[config.mk]
export PLATFORM = sky130hd
export DESIGN_NAME = cache_miss_ctrl
export DESIGN_NICKNAME = d
export VERILOG_FILES = /design/src/rtl/cache_miss_ctrl.sv
export SDC_FILE = /design/constraint.sdc
export NUM_CORES = 1
export LEC_CHECK = 0
export ABC_AREA = 0
export BUFFER_PORTS_ARGS = -buffer_cell sky130_fd_sc_hd__buf_2
export CAP_MARGIN = 10
export CORE_AREA = 2 2 39 41
export DETAILED_ROUTE_END_ITERATION = 8
export DIE_AREA = 0 0 41 43
export GPL_ROUTABILITY_DRIVEN = 0
export HOLD_SLACK_MARGIN = 0.03
export PLACE_DENSITY = 0.53
export SYNTH_ARGS = -nofsm -noshare
export SYNTH_HDL_FRONTEND = slang
export SYNTH_SLANG_ARGS = --single-unit
export TNS_END_PERCENT = 5
[constraint.sdc]
create_clock -name clk -period 1.1 [get_ports clk]
set_clock_uncertainty 0.1 [all_clocks]
set_input_delay 0.22 -clock clk [delete_from_list [all_inputs] [get_ports clk]]
set_output_delay 0.22 -clock clk [all_outputs]
set_load 0.005 [all_outputs]
[src/rtl/cache_miss_ctrl.sv]
// cache_miss_ctrl: hit/writeback/fill FSM driving the PLRU update port; CACHE_PERF_CNT_EN adds hit/miss/writeback counters
module cache_miss_ctrl #(
  parameter int s_index  = 3,
  parameter int width    = 1,
  parameter int s_offset = 5
) (
  input  logic             clk,
  input  logic             rst,
  input  logic             mem_read,
  input  logic             mem_write,
  output logic             mem_resp,
  input  logic             hit,
  input  logic [width-1:0] hit_way,
  input  logic             victim_valid,
  input  logic             victim_dirty,
  output logic             lru_read,
  input  logic [width-1:0] evict_ways,
  output logic             lru_load,
  output logic [width-1:0] lru_hit_ways,
  output logic [width-1:0] way_sel,
  output logic             addr_sel,
  output logic             data_load,
  output logic             fill_sel,
  output logic             tag_load,
  output logic             valid_set,
  output logic             dirty_set,
  output logic             dirty_clr,
  output logic             pmem_read,
  output logic             pmem_write,
  input  logic             pmem_resp
`ifdef CACHE_PERF_CNT_EN
  ,
  output logic [31:0]      hit_count,
  output logic [31:0]      miss_count,
  output logic [31:0]      wb_count
`endif
);
  typedef enum logic [1:0] {IDLE, CHECK, WRITEBACK, FILL} state_t;
  state_t state, state_n;
  logic [width-1:0] victim_q;
  logic req, miss;
  assign req  = mem_read | mem_write;
  assign miss = state == CHECK && req && !hit;
  if (s_index < 1 || s_offset < 0 || width < 1) begin : g_bad_cfg
    $error("cache_miss_ctrl: invalid parameters");
  end
  always_comb begin
    state_n      = state;
    mem_resp     = 1'b0;
    lru_read     = 1'b0;
    lru_load     = 1'b0;
    lru_hit_ways = '0;
    way_sel      = '0;
    addr_sel     = 1'b0;
    data_load    = 1'b0;
    fill_sel     = 1'b0;
    tag_load     = 1'b0;
    valid_set    = 1'b0;
    dirty_set    = 1'b0;
    dirty_clr    = 1'b0;
    pmem_read    = 1'b0;
    pmem_write   = 1'b0;
    case (state)
      IDLE: state_n = req ? CHECK : IDLE;
      CHECK: begin
        lru_read = 1'b1;
        if (!req) state_n = IDLE;
        else if (hit) begin
          mem_resp     = 1'b1;
          lru_load     = 1'b1;
          lru_hit_ways = hit_way;
          way_sel      = hit_way;
          data_load    = mem_write;
          dirty_set    = mem_write;
          state_n      = IDLE;
        end else begin
          way_sel = evict_ways;
          state_n = victim_valid && victim_dirty ? WRITEBACK : FILL;
        end
      end
      WRITEBACK: begin
        way_sel    = victim_q;
        addr_sel   = 1'b1;
        pmem_write = 1'b1;
        dirty_clr  = pmem_resp;
        state_n    = pmem_resp ? FILL : WRITEBACK;
      end
      FILL: begin
        way_sel   = victim_q;
        pmem_read = 1'b1;
        data_load = pmem_resp;
        fill_sel  = pmem_resp;
        tag_load  = pmem_resp;
        valid_set = pmem_resp;
        dirty_clr = pmem_resp;
        state_n   = pmem_resp ? CHECK : FILL;
      end
      default: state_n = IDLE;
    endcase
  end
  always_ff @(posedge clk) begin
    if (rst) begin
      state    <= IDLE;
      victim_q <= '0;
    end else begin
      state    <= state_n;
      victim_q <= miss ? evict_ways : victim_q;
    end
  end
`ifdef CACHE_PERF_CNT_EN
  logic from_fill;
  always_ff @(posedge clk) begin
    if (rst) begin
      from_fill  <= 1'b0;
      hit_count  <= '0;
      miss_count <= '0;
      wb_count   <= '0;
    end else begin
      from_fill <= state == FILL;
      if (state == CHECK && req && hit && !from_fill && hit_count != '1) hit_count <= hit_count + 1;
      if (miss && miss_count != '1) miss_count <= miss_count + 1;
      if (miss && state_n == WRITEBACK && wb_count != '1) wb_count <= wb_count + 1;
    end
  end
`endif
endmodule

==> reports/metrics.cfg <==
[synth]
synth-warning-count = 0
synthesis.area_per_instance_um2 = 7.84
syn-cell-area_um2 = 298
synth_cells = 38
synth.distinct_cells = 20
async_flop_share_pct = 0
synth_nets = 48
synth_most_common_cell = sky130_fd_sc_hd__nor2_1
synth_largest_area_cell = sky130_fd_sc_hd__dfxtp_1
yosys.area.top_type_share_pct = 20.2
synth.ff_latch_count = 3
ys.flop_type = sky130_fd_sc_hd__dfxtp_1
sequential_element_share_of_the_synthesized_area_pct = 20.2
number_of_flops_mapped_to_enable_cells_by_yosys = 0
synth.area.top_cells = sky130_fd_sc_hd__dfxtp_1 20%, sky130_fd_sc_hd__buf_4 10%, sky130_fd_sc_hd__a2111oi_4 9.2%
netlist_top_cells_count = 6 x sky130_fd_sc_hd__nor2_1, 4 x sky130_fd_sc_hd__buf_4, 3 x sky130_fd_sc_hd__dfxtp_1, 3 x sky130_fd_sc_hd__nand2_1

[grt]
gr-total-overflow = 0
grt_start_max_net_pins = 7
vias_in_the_first_global_route = 297
global_route_wire_length_before_repair_um = 1150
track_usage_pct = 10.4
grt_antenna_before_repair = 0

[clock_network]
worstSkewPairLatency_ns = 0.23
clock_tree.root_cell = sky130_fd_sc_hd__clkbuf_4
clkTransAtPathRegs_ns = 0.04
cts.htree.levels = 1
cts_max_path_buffers = 2
clock_sinks = 3
cts_tree = done
tritoncts.num_buffers = 3

[critical_path]
worst_setup_path_start_kind = register
critPathRequiredTime_ns = 0.78
cp_slowest_stage_delay_ns = 0.33
sequence_of_cells_on_the_critical_path = nand2b_4, inv_4, o21ai_4, o21ai_1, buf_2
cp_slowest_cell = sky130_fd_sc_hd__dfxtp_2
setup.worst_path.end_class = primary output
timing_worst_setup_path_type = reg2out
critPathArrivalTime_ns = 1.07
crit_fanout = 6

[detailed_routing]
drt-vias-per-instance = 4.16
drtAntennaViolNets = 0
detail_route.drc_violations = 0
detailedRoute.firstPassIterationCount = 4
routed_wl_um = 730
post_drt_wl_per_cell_um = 8.49
drt-initial-drc-count = 6
vias = 358

[finish]
synthToLayoutAreaGrowth_pct = 81.5
layout-drive-gt1-share_pct = 65.7
final-instance-count-excl-fill = 86
diodes = 0
filler_cell_count = 153
layout.core_utilization_pct = 39.1
design.final.nets = 81

[pwr]
power_density_mw_per_mm2 = 967
fin_total_pwr_w = 0.000522
vdd_drop_max_mv = 0.319
leakage_power_figure_nw = 0.286

[sta]
final-hold-violation-count = 0
layout_worst_path_cycle_share_pct = 126
fmax_mhz = 719
slew_viol_final = 0
hold-worst-slack_ns = 0.159
final.min_clock_period_ns = 1.39
slew_worst_pin_ns = 0.243
setup_viol_count_final = 17
fin_ws_ns = -0.290
slew-limit-headroom_pct = 83.8
grt_setup_unrepaired = yes

[floorplanning]
die_width_um = 41
floorplan.initialDensity_pct = 21.5
core-area_mm2 = 0.00138
die-height_um = 43
dieArea_mm2 = 0.00176
floorplan.rows = 14
io_pins = 24

[min_path]
hold_path_class = in2reg

[run_status]
violated_checks = negative setup slack
outcome = finished, violations left

[place]
port-buffer-count = 23
half_perimeter_wire_length_after_placement_um = 617
pre_cts_ws_ns = -0.0914
place_inst = 81

[job]
timing.max_cap.violations = 0

-- registers in the layout (all words and copies together), names as in the netlist --
| name | flops |
|---|---|
| state | 2 |
| victim_q | 1 |
-- layer usage --
metal | GRT usage [%] | wire (um) | up-vias
met4 | 8.00 | 0 | 0
met1 | 10.9 | 303 | 150
met2 | 14.4 | 353 | 20
met3 | 6.28 | 73 | 0
met5 | 0 | 0 | -
li1 | - | - | 188
-- through the flow --
| step | area [um2] | setup TNS [ns] |
|---|---|---|
| after floorplan | 309 | -0.0884 |
| after global placement | 474 | -0.277 |
| after detailed placement | 474 | -0.355 |
| after CTS | 528 | -3.59 |
| after global routing | 541 | -4.32 |
| final | 541 | -3.26 |
-- worst paths after layout --
path,from,end,slack (ns),depth (start not counted)
hold reg to reg,victim_q,victim_q,0.38,2
setup reg to reg,state[1],state[0],-0.12,4
setup / recovery,state[1],way_sel,-0.29,5
hold / removal,evict_ways,victim_q,0.16,3
-- logic make-up after synthesis --
logic type	share of synthesized area (%)
buffers and inverters	13.9
multiplexers	3.36
AND/OR/NAND/NOR	33.2
AO/OA/AOI/OAI	29.4
flip-flops	20.2
-- cell type report --
class                           instances  area, um2  area share, %
Tap cell                               16       20.0           3.70
Inverter                                3       13.8           2.55
Multi-Input combinational cell         28        216           40.0
Clock buffer                            4       26.3           4.86
Timing Repair Buffer                   32        199           36.8
Sequential cell                         3       65.1           12.0
-- layout by cell type, fill, tap and decap left out --
cell type                   Yosys  layout
sky130_fd_sc_hd__a2111oi_4      1       1
sky130_fd_sc_hd__a21boi_0       2       2
sky130_fd_sc_hd__a21oi_1        2       2
sky130_fd_sc_hd__and2_1         1       1
sky130_fd_sc_hd__and2_2         1       1
sky130_fd_sc_hd__and2b_1        1       1
sky130_fd_sc_hd__and3_2         1       1
sky130_fd_sc_hd__buf_2          0      21
sky130_fd_sc_hd__buf_4          4       8
sky130_fd_sc_hd__buf_6          0       3
sky130_fd_sc_hd__clkbuf_1       0       1
sky130_fd_sc_hd__clkbuf_4       0       3
sky130_fd_sc_hd__dfxtp_1        3       1
sky130_fd_sc_hd__dfxtp_2        0       1
sky130_fd_sc_hd__dfxtp_4        0       1
sky130_fd_sc_hd__inv_1          2       2
sky130_fd_sc_hd__inv_4          0       1
sky130_fd_sc_hd__mux2i_1        1       1
sky130_fd_sc_hd__nand2_1        3       3
sky130_fd_sc_hd__nand2b_1       2       2
sky130_fd_sc_hd__nand2b_4       1       1
sky130_fd_sc_hd__nor2_1         6       5
sky130_fd_sc_hd__nor2_2         0       1
sky130_fd_sc_hd__nor3_4         0       1
sky130_fd_sc_hd__o21a_1         2       2
sky130_fd_sc_hd__o21ai_1        2       1
sky130_fd_sc_hd__o21ai_4        0       1
sky130_fd_sc_hd__o21ba_2        1       1
-- power by group --
| part | internal (W) | switching [W] |
|---|---|---|
| logic | 0.000112 | 0.0000824 |
| registers | 0.000120 | 0.0000118 |
| clock network | 0.000136 | 0.0000595 |
-- critical path: cells and delay by family (launching register included) --
kind	cells	cell delay, ns
buf+inv	2	0.18
compound gates	2	0.17
simple gates	1	0.16
flops	1	0.33
-- timing repair --
action | CTS | global route
setup endpoints to repair | 16 | 17
resized for setup | 3 | 3
pin swaps | 4 | 0
setup buffers | 1 | 0
hold buffers | 0 | 0
Power figures use the tool's default switching activity.
